**config.mk**
```make
export PLATFORM = sky130hd
export DESIGN_NAME = delay_scheduler
export DESIGN_NICKNAME = d
export VERILOG_FILES = /design/src/rtl/delay_sched_pkg.sv /design/src/rtl/rr_arbiter.sv /design/src/rtl/delay_scheduler.sv
export SDC_FILE = /design/constraint.sdc
export NUM_CORES = 1
export LEC_CHECK = 0
export CAP_MARGIN = 10
export CORE_MARGIN = 3
export CORE_UTILIZATION = 48
export DETAILED_ROUTE_END_ITERATION = 16
export GPL_TIMING_DRIVEN = 0
export PLACE_DENSITY = 0.87
export SYNTH_ARGS = -nofsm -noshare
export SYNTH_HDL_FRONTEND = slang
export SYNTH_HIERARCHICAL = 1
export SYNTH_SLANG_ARGS = --single-unit
```
**constraint.sdc**
```tcl
create_clock -name CLK -period 7.9 [get_ports CLK]
set_input_delay 1.185 -clock CLK [delete_from_list [all_inputs] [get_ports CLK]]
set_output_delay 1.185 -clock CLK [all_outputs]
set_load 0.05 [all_outputs]
```
**src/rtl/delay_sched_pkg.sv**
```systemverilog
// Shared types and defaults for the delay scheduler: FSM encoding and
// the default counter width and delay value offered to integrators.
package delay_sched_pkg;

  typedef enum logic [1:0] {
    IDLE      = 2'd0,
    RUN       = 2'd1,
    DONE_RSVD = 2'd2
  } state_t;

  localparam int          DEF_CNT_W   = 26;
  localparam logic [25:0] DEFAULT_DLY = 26'd200;

endpackage

```
**src/rtl/rr_arbiter.sv**
```systemverilog
// Combinational round-robin pick: first pending bit found searching
// from ptr upward, wrapping modulo N_REQ.
module rr_arbiter #(
  parameter int N_REQ = 4,
  parameter int PTR_W = 2
) (
  input  logic [N_REQ-1:0] pending,
  input  logic [PTR_W-1:0] ptr,
  output logic [N_REQ-1:0] grant_mask,
  output logic [PTR_W-1:0] winner,
  output logic             valid
);

  logic [PTR_W-1:0] cand [N_REQ];

  // cand[k] is the k-th index visited in search order
  genvar gi;
  generate
    for (gi = 0; gi < N_REQ; gi++) begin : g_cand
      assign cand[gi] = (int'(ptr) + gi >= N_REQ) ? PTR_W'(int'(ptr) + gi - N_REQ)
                                                  : PTR_W'(int'(ptr) + gi);
    end
  endgenerate

  always_comb begin
    winner = '0;
    valid  = 1'b0;
    // descending scan so the earliest candidate in search order wins
    for (int k = N_REQ - 1; k >= 0; k--) begin
      if (pending[cand[k]]) begin
        winner = cand[k];
        valid  = 1'b1;
      end
    end
    grant_mask = valid ? (N_REQ'(1) << winner) : '0;
  end

endmodule

```
**src/rtl/delay_scheduler.sv**
```systemverilog
// One countdown timer shared round-robin among N_REQ requesters; each
// job is granted with an ack pulse and finishes with a done pulse.
module delay_scheduler
  import delay_sched_pkg::*;
#(
  parameter int N_REQ = 4,
  parameter int CNT_W = DEF_CNT_W,
  parameter int PTR_W = 2
) (
  input  logic                   CLK,
  input  logic                   RST,
  input  logic [N_REQ-1:0]       req,
  input  logic [N_REQ*CNT_W-1:0] dly,
  input  logic [N_REQ-1:0]       abort,
  output logic [N_REQ-1:0]       ack,
  output logic [N_REQ-1:0]       done,
  output logic                   busy,
  output logic [PTR_W-1:0]       grant_id
);

  state_t           state_reg, state_next;
  logic [N_REQ-1:0] pending_reg, pending_next;
  logic [CNT_W-1:0] cnt_reg, cnt_next;
  logic [PTR_W-1:0] ptr_reg, ptr_next;
  logic [N_REQ-1:0] ack_reg, ack_next;
  logic [N_REQ-1:0] done_reg, done_next;
  logic             busy_reg, busy_next;
  logic [PTR_W-1:0] gid_reg, gid_next;

  logic [CNT_W-1:0] dly_arr [N_REQ];
  logic [N_REQ-1:0] arb_mask, grant_mask;
  logic [PTR_W-1:0] arb_winner;
  logic             arb_valid;

  genvar gi;
  generate
    for (gi = 0; gi < N_REQ; gi++) begin : g_dly
      assign dly_arr[gi] = dly[gi*CNT_W +: CNT_W];
    end
  endgenerate

  rr_arbiter #(
    .N_REQ (N_REQ),
    .PTR_W (PTR_W)
  ) u_arb (
    .pending    (pending_reg),
    .ptr        (ptr_reg),
    .grant_mask (arb_mask),
    .winner     (arb_winner),
    .valid      (arb_valid)
  );

  always_comb begin
    state_next = state_reg;
    cnt_next   = cnt_reg;
    ptr_next   = ptr_reg;
    gid_next   = gid_reg;
    ack_next   = '0;
    done_next  = '0;
    grant_mask = '0;
    case (state_reg)
      IDLE: begin
        if (arb_valid) begin
          grant_mask = arb_mask;
          cnt_next   = dly_arr[arb_winner];
          gid_next   = arb_winner;
          ack_next   = arb_mask;
          ptr_next   = (arb_winner == PTR_W'(N_REQ - 1)) ? '0 : arb_winner + 1'b1;
          state_next = RUN;
        end
      end
      RUN: begin
        // abort of the owner wins over an expiring count
        if (abort[gid_reg]) begin
          state_next = IDLE;
          cnt_next   = '0;
        end else if (cnt_reg == '0) begin
          done_next  = N_REQ'(1) << gid_reg;
          state_next = IDLE;
        end else begin
          cnt_next = cnt_reg - 1'b1;
        end
      end
      default: begin
        state_next = IDLE;
        cnt_next   = '0;
      end
    endcase
    pending_next = (pending_reg & ~grant_mask & ~abort) | (req & ~abort);
    busy_next    = (state_next == RUN);
  end

  always_ff @(posedge CLK) begin
    if (!RST) begin
      state_reg   <= IDLE;
      pending_reg <= '0;
      cnt_reg     <= '0;
      ptr_reg     <= '0;
      ack_reg     <= '0;
      done_reg    <= '0;
      busy_reg    <= 1'b0;
      gid_reg     <= '0;
    end else begin
      state_reg   <= state_next;
      pending_reg <= pending_next;
      cnt_reg     <= cnt_next;
      ptr_reg     <= ptr_next;
      ack_reg     <= ack_next;
      done_reg    <= done_next;
      busy_reg    <= busy_next;
      gid_reg     <= gid_next;
    end
  end

  assign ack      = ack_reg;
  assign done     = done_reg;
  assign busy     = busy_reg;
  assign grant_id = gid_reg;

endmodule
```
==> results.yml, run 1 <==
synth:
  synthArstFlopShare_pct: 0
  yosys.area.top_type: "dfxtp_1"
  post_synth_num_cell_types: 60
  syn_avg_cell_area_um2: 9.28
  synth_top_area_share_pct: 27.8
  syn_inst: 349
  syn_nets: 466
  synth_flop_cell: "dfxtp_1"
  synth_warnings: 6
  ys_ff_latch: 45
  syn_area_um2: 3240
  ys_top_cells_by_area: "dfxtp_1 (28%), mux4_2 (18%), a32o_1 (4.3%)"
  synth_edf_count: 0
  synth_seq_area_share_pct: 27.8
final_layout:
  fin_util_pct: 72.2
  fillers: 499
  drive_above_1_share_pct: 10.8
  layout.nets: 596
  antenna_cells: 0
  syn_to_final_growth_pct: 43.9
  fin_area_um2: 4660
  largest_reg_flops: 26
power_and_ir_drop:
  p_total_mw: 0.693
  vdd_drop_max_mv: 0.0794
  p_leak_nw: 1.70
  power_density_nw_per_um2: 149
global_routing:
  antenna_found_initial: 0
  grt_max_degree: 17
  met3_usage_pct: 5.46
  grtUsageTotal_pct: 29.6
  grt_util_met1_pct: 37.6
  grt_pass1_wl_mm: 18.0
  overflow: 0
  met2_usage_pct: 50.8
  grt_pass1_vias: 3657
  grt_busiest_layer: "met2"
timing:
  fmax_mhz: 302
  final-hold-violation-count: 0
  setup_viol: 0
  skew_ns: 0.0171
  fin_crit_sh_pct: 41.9
  fin_setup_tns_ns: 0
  post-route-min-period_ns: 3.31
  slew-limit-headroom_pct: 29.1
  worst_pin_slew_ns: 1.06
  slew_violations: 0
  setup_ws_ns: 4.59
  rsz0062_at_grt: "no"
placement:
  gp_congestion: 0.933
  hpwlAfterDp_mm: 9.04
  io_buffers: 123
  place_ws_ns: 4.51
  dpl-instance-area_um2: 4570
clocking:
  htree_levels: 2
  clk_pin_slew_ns: 0.10
  insertion_delay_ns: 0.32
  postCtsSetupBuffers: 0
  cts_buffers: 5
  clockBufferDepth: 2
  ctsResizeCount: 0
  cts_tree: "built"
  clock_sinks: 45
  ctsHoldBuffers: 0
  cts_root_buf: "clkbuf_8"
route:
  drt.antenna.violating_nets: 0
  vias: 3618
  vias_per_cell: 6.50
  dr.pass1.iters: 5
  drcViolationCount: 0
  routedWlPerCell_um: 20.2
  drt_iter0_drc: 300
  drt-total-wl_mm: 11.3
run_status:
  status: "complete, no violations"
setup_path:
  worstSetupEndpointType: "flop"
  path_buf_inv: 2
  crit_required_ns: 8.10
  cp_top_family: "buffers and inverters"
  path_max_fanout: 10
  crit_chain: "nor2_1 -> o21bai_1 -> a221oi_2 -> buf_2 -> buf_1 -> mux4_2 -> nand2_1 -> o41ai_1 -> a32o_1"
  start_kind: "flop"
  critPathSlowestCell: "buf_1"
  slowest_delay_ns: 0.72
  critical_path_class: "reg -> reg"
  arrival_ns: 3.52
die:
  initial_core_util_pct: 50.2
  die_w_um: 88.2
  die_area_um2: 7770
  die-height_um: 88.2
  io_pins: 125
  design.core.area_um2: 6460
  num_rows: 29
flow_run:
  drv_cap: 0
hold_path:
  hold_path_class: "reg -> reg"
-- where the power goes --
group / internal [mW] / switching, mW
combinational: 0.139 / 0.144
sequential: 0.238 / 0.0146
clock: 0.0647 / 0.0934
total: 0.441 / 0.252
-- final timing paths --
path | cells after the start | slack (ns) | to | start
worst max register to register | 9 | 4.59 | cnt_reg[15] | ptr_reg[0]
worst min-delay path | 1 | 0.50 | cnt_reg[13] | cnt_reg[13]
worst min register to register | 1 | 0.50 | cnt_reg[13] | cnt_reg[13]
worst max-delay path | 9 | 4.59 | cnt_reg[15] | ptr_reg[0]
-- per-layer routing --
metal	share of wire [%]	wire length (µm)
met1	40	4510
met2	48	5410
met3	9.3	1040
met4	2.6	287
met5	0	0
-- area by class of cell --
cell class | count | area (µm²) | area share [%]
inverters | 8 | 30.0 | 0.644
clock inverters | 3 | 25.0 | 0.537
multi-input cells | 275 | 2210 | 47.5
well taps | 77 | 96.3 | 2.07
clock buffers | 5 | 68.8 | 1.48
plain buffers | 21 | 95.1 | 2.04
flip-flops and latches | 45 | 901 | 19.3
repair buffers | 123 | 1230 | 26.4
-- cell usage in the layout (no fill, tap or decap), types with 5 or more instances in the layout --
master,count
nor3_1,9
or3_1,5
mux2i_1,8
clkbuf_1,14
nand4_1,6
a32o_1,14
nor4_1,11
nor3b_1,6
o21ai_0,13
mux4_2,26
clkdlybuf4s50_1,123
or4_1,8
and3_1,10
a21oi_1,12
o41ai_1,5
nand3_1,10
clkbuf_8,5
inv_1,8
dfxtp_1,45
nor2_1,23
nand2_1,36
-- synthesized netlist by cell type (all sizes together), types with 2 or more instances --
cell     n
a21boi   4
clkbuf  14
nand3   10
a32o    14
and3    10
o31a     3
o21ai   16
buf      7
o22a     2
nand2b   4
o22ai    2
or2      3
nand2   36
o211ai   4
ha       3
and2     2
o31ai    2
mux4    26
inv      8
a21oi   12
nor2    23
dfxtp   45
nand4    6
nor3b    6
or3      5
o41ai    5
nor2b    4
xnor2    4
a22oi    2
or4      8
nor3    12
nor4    13
a31oi    4
a22o     3
mux2i    8
-- per-stage QoR --
step	cells	hold slack, ns
after detailed placement	549	0.486
after global placement	549	0.474
after global routing	557	0.555
after floorplan	349	0.462
final	557	0.504
after CTS	557	0.505
-- logic make-up (layout without fill, tap and decap cells) --
kind of cell,Yosys count,after routing,synth area share [%]
and+or+nand+nor,148,148,25.7
AOI/OAI and AO/OA,84,84,19.5
DFF,45,45,27.8
muxes,34,34,20.5
buffers and inverters,29,160,3.86
xor gates and xnor gates,5,5,1.35
adders and majority gates,3,3,1.16
other,1,1,0.116
Power figures use the tool's default switching activity.
==> run 2: changes to the inputs <==
--- a/config.mk
+++ b/config.mk
@@ -7,10 +7,10 @@
 export LEC_CHECK = 0
 export CAP_MARGIN = 10
 export CORE_MARGIN = 3
-export CORE_UTILIZATION = 48
+export CORE_UTILIZATION = 45
 export DETAILED_ROUTE_END_ITERATION = 16
 export GPL_TIMING_DRIVEN = 0
-export PLACE_DENSITY = 0.87
+export PLACE_DENSITY = 0.82
 export SYNTH_ARGS = -nofsm -noshare
 export SYNTH_HDL_FRONTEND = slang
 export SYNTH_HIERARCHICAL = 1
==> constraint.sdc (replaced) <==
create_clock -name CLK -period 3.45 [get_ports CLK]
set_input_delay 0.5175 -clock CLK [delete_from_list [all_inputs] [get_ports CLK]]
set_output_delay 0.5175 -clock CLK [all_outputs]
set_load 0.05 [all_outputs]
==> run 2 against run 1 <==
Register-to-register slack lost 4.3 ns. Sequential share of layout area shrank 0.20 points. Clock skew shrank 0.0077 ns. First-iteration DRC count shrank 15%. Worst setup slack lost 4.3 ns. Largest cell class unchanged. Largest power group unchanged.
==> results.yml, run 2 (synthesized netlist as in run 1, its figures left out) <==
global_routing:
  overflow: 0
  grt_pass1_wl_mm: 17.6
  grt_pass1_vias: 3615
  grtUsageTotal_pct: 26.2
  antenna_found_initial: 0
  grt_max_degree: 15
setup_path:
  cp_top_family: "buffers and inverters"
  critPathSlowestCell: "clkdlybuf4s15_1"
  worstSetupEndpointType: "flop"
  arrival_ns: 3.42
  path_max_fanout: 10
  start_kind: "flop"
  slowest_delay_ns: 0.69
  crit_required_ns: 3.66
  critical_path_class: "reg -> reg"
  crit_chain: "nor2_1 -> o21bai_1 -> a221oi_2 -> buf_2 -> clkdlybuf4s15_1 -> mux4_2 -> nand2_1 -> o41ai_1 -> a32o_1"
  path_buf_inv: 2
timing:
  final-hold-violation-count: 0
  skew_ns: 0.00936
  fin_setup_tns_ns: 0
  setup_ws_ns: 0.241
  worst_pin_slew_ns: 1.07
  post-route-min-period_ns: 3.21
  fmax_mhz: 312
  setup_viol: 0
  rsz0062_at_grt: "no"
  fin_crit_sh_pct: 93.0
  slew_violations: 0
  slew-limit-headroom_pct: 28.3
clocking:
  clockBufferDepth: 2
  cts_root_buf: "clkbuf_8"
  cts_tree: "built"
  clk_pin_slew_ns: 0.10
  cts_buffers: 5
  insertion_delay_ns: 0.30
  clock_sinks: 45
  postCtsSetupBuffers: 0
  htree_levels: 2
die:
  initial_core_util_pct: 47.2
  die_area_um2: 8250
  die_w_um: 90.8
  io_pins: 125
  design.core.area_um2: 6870
  num_rows: 30
  die-height_um: 90.8
route:
  drt-total-wl_mm: 10.9
  vias_per_cell: 6.21
  drt.antenna.violating_nets: 0
  drcViolationCount: 0
  drt_iter0_drc: 255
  routedWlPerCell_um: 18.9
  dr.pass1.iters: 4
  vias: 3575
placement:
  place_ws_ns: 0.199
  io_buffers: 123
  gp_congestion: 0.944
  hpwlAfterDp_mm: 8.64
final_layout:
  syn_to_final_growth_pct: 45.3
  layout_commonest_cell: "clkdlybuf4s50_1"
  layout.nets: 596
  antenna_cells: 0
  drive_above_1_share_pct: 10.6
  seqCellArea_um2: 901
  multi_input_area_um2: 2210
  largest_reg_flops: 26
  fillers: 566
  layout_common_cells: "clkdlybuf4s50_1 (123), dfxtp_1 (45), nand2_1 (36)"
run_status:
  status: "complete, no violations"
power_and_ir_drop:
  p_leak_nw: 1.72
  power_density_nw_per_um2: 346
  vdd_drop_max_mv: 0.175
flow_run:
  drv_cap: 0
hold_path:
  hold_path_class: "reg -> reg"
## run 2: cell types whose count changed in the layout (fill, tap and decap cells not counted)
cell	delta
clkinvlp_4	-1
buf_1	-1
clkdlybuf4s15_1	+1
clkbuf_1	+1
inv_6	-2
clkinv_4	+1
bufinv_16	+1
## run 2: area by class of cell
| class | count | share of cell area [%] |
|---|---|---|
| multi-input cells | 275 | 47.0 |
| repair buffers | 123 | 26.1 |
| flip-flops and latches | 45 | 19.1 |
| well taps | 96 | 2.55 |
| plain buffers | 21 | 2.15 |
| clock buffers | 6 | 1.54 |
| clock inverters | 2 | 0.824 |
| inverters | 8 | 0.638 |
## run 2: path summary, 6_finish.rpt
path                    start     endpoint  slack (ns)  depth (start not counted)
hold reg to reg   cnt_reg[13]  cnt_reg[13]        0.51                          1
setup reg to reg   ptr_reg[0]  cnt_reg[15]        0.24                          9
hold / removal    cnt_reg[13]  cnt_reg[13]        0.51                          1
setup / recovery   ptr_reg[0]  cnt_reg[15]        0.24                          9
## run 2: what timing repair did
item                                    in CTS  in global routing
resized for setup                            0                  1
endpoints found under the setup margin       0                  1
hold buffers                                 0                  0
## run 2: through the flow
step	power [mW]	area, µm²	hold WS [ns]	util (%)	cells
CTS	1.62	4700	0.510	68.5	576
global route	1.71	4710	0.530	68.5	576
detailed placement	1.22	4590	0.482	66.8	568
finish	1.63	4710	0.511	68.5	576
floorplan	0.973	3240	0.462	-	349
global placement	1.21	4590	0.477	66.8	568
## run 2: layer usage
metal / vias to the layer above / track usage (%) / wire length [µm]
met5: - / 0 / 0
met4: 0 / 8.42 / 176
met3: 20 / 6.08 / 964
met2: 211 / 44.9 / 5250
met1: 1701 / 32.6 / 4470
li1: 1643 / - / -
## run 2: report_power, final
part	switching, mW	internal [mW]
sequential	0.0341	0.544
combinational	0.324	0.319
clock	0.193	0.218
total	0.551	1.08
==> run 3: changes to the inputs <==
--- a/config.mk
+++ b/config.mk
@@ -11,6 +11,7 @@
 export DETAILED_ROUTE_END_ITERATION = 16
 export GPL_TIMING_DRIVEN = 0
 export PLACE_DENSITY = 0.82
+export SKIP_LAST_GASP = 1
 export SYNTH_ARGS = -nofsm -noshare
 export SYNTH_HDL_FRONTEND = slang
 export SYNTH_HIERARCHICAL = 1
==> results of run 3 <==
Same layout as run 2: the final DEF is identical, and so are final timing and power.
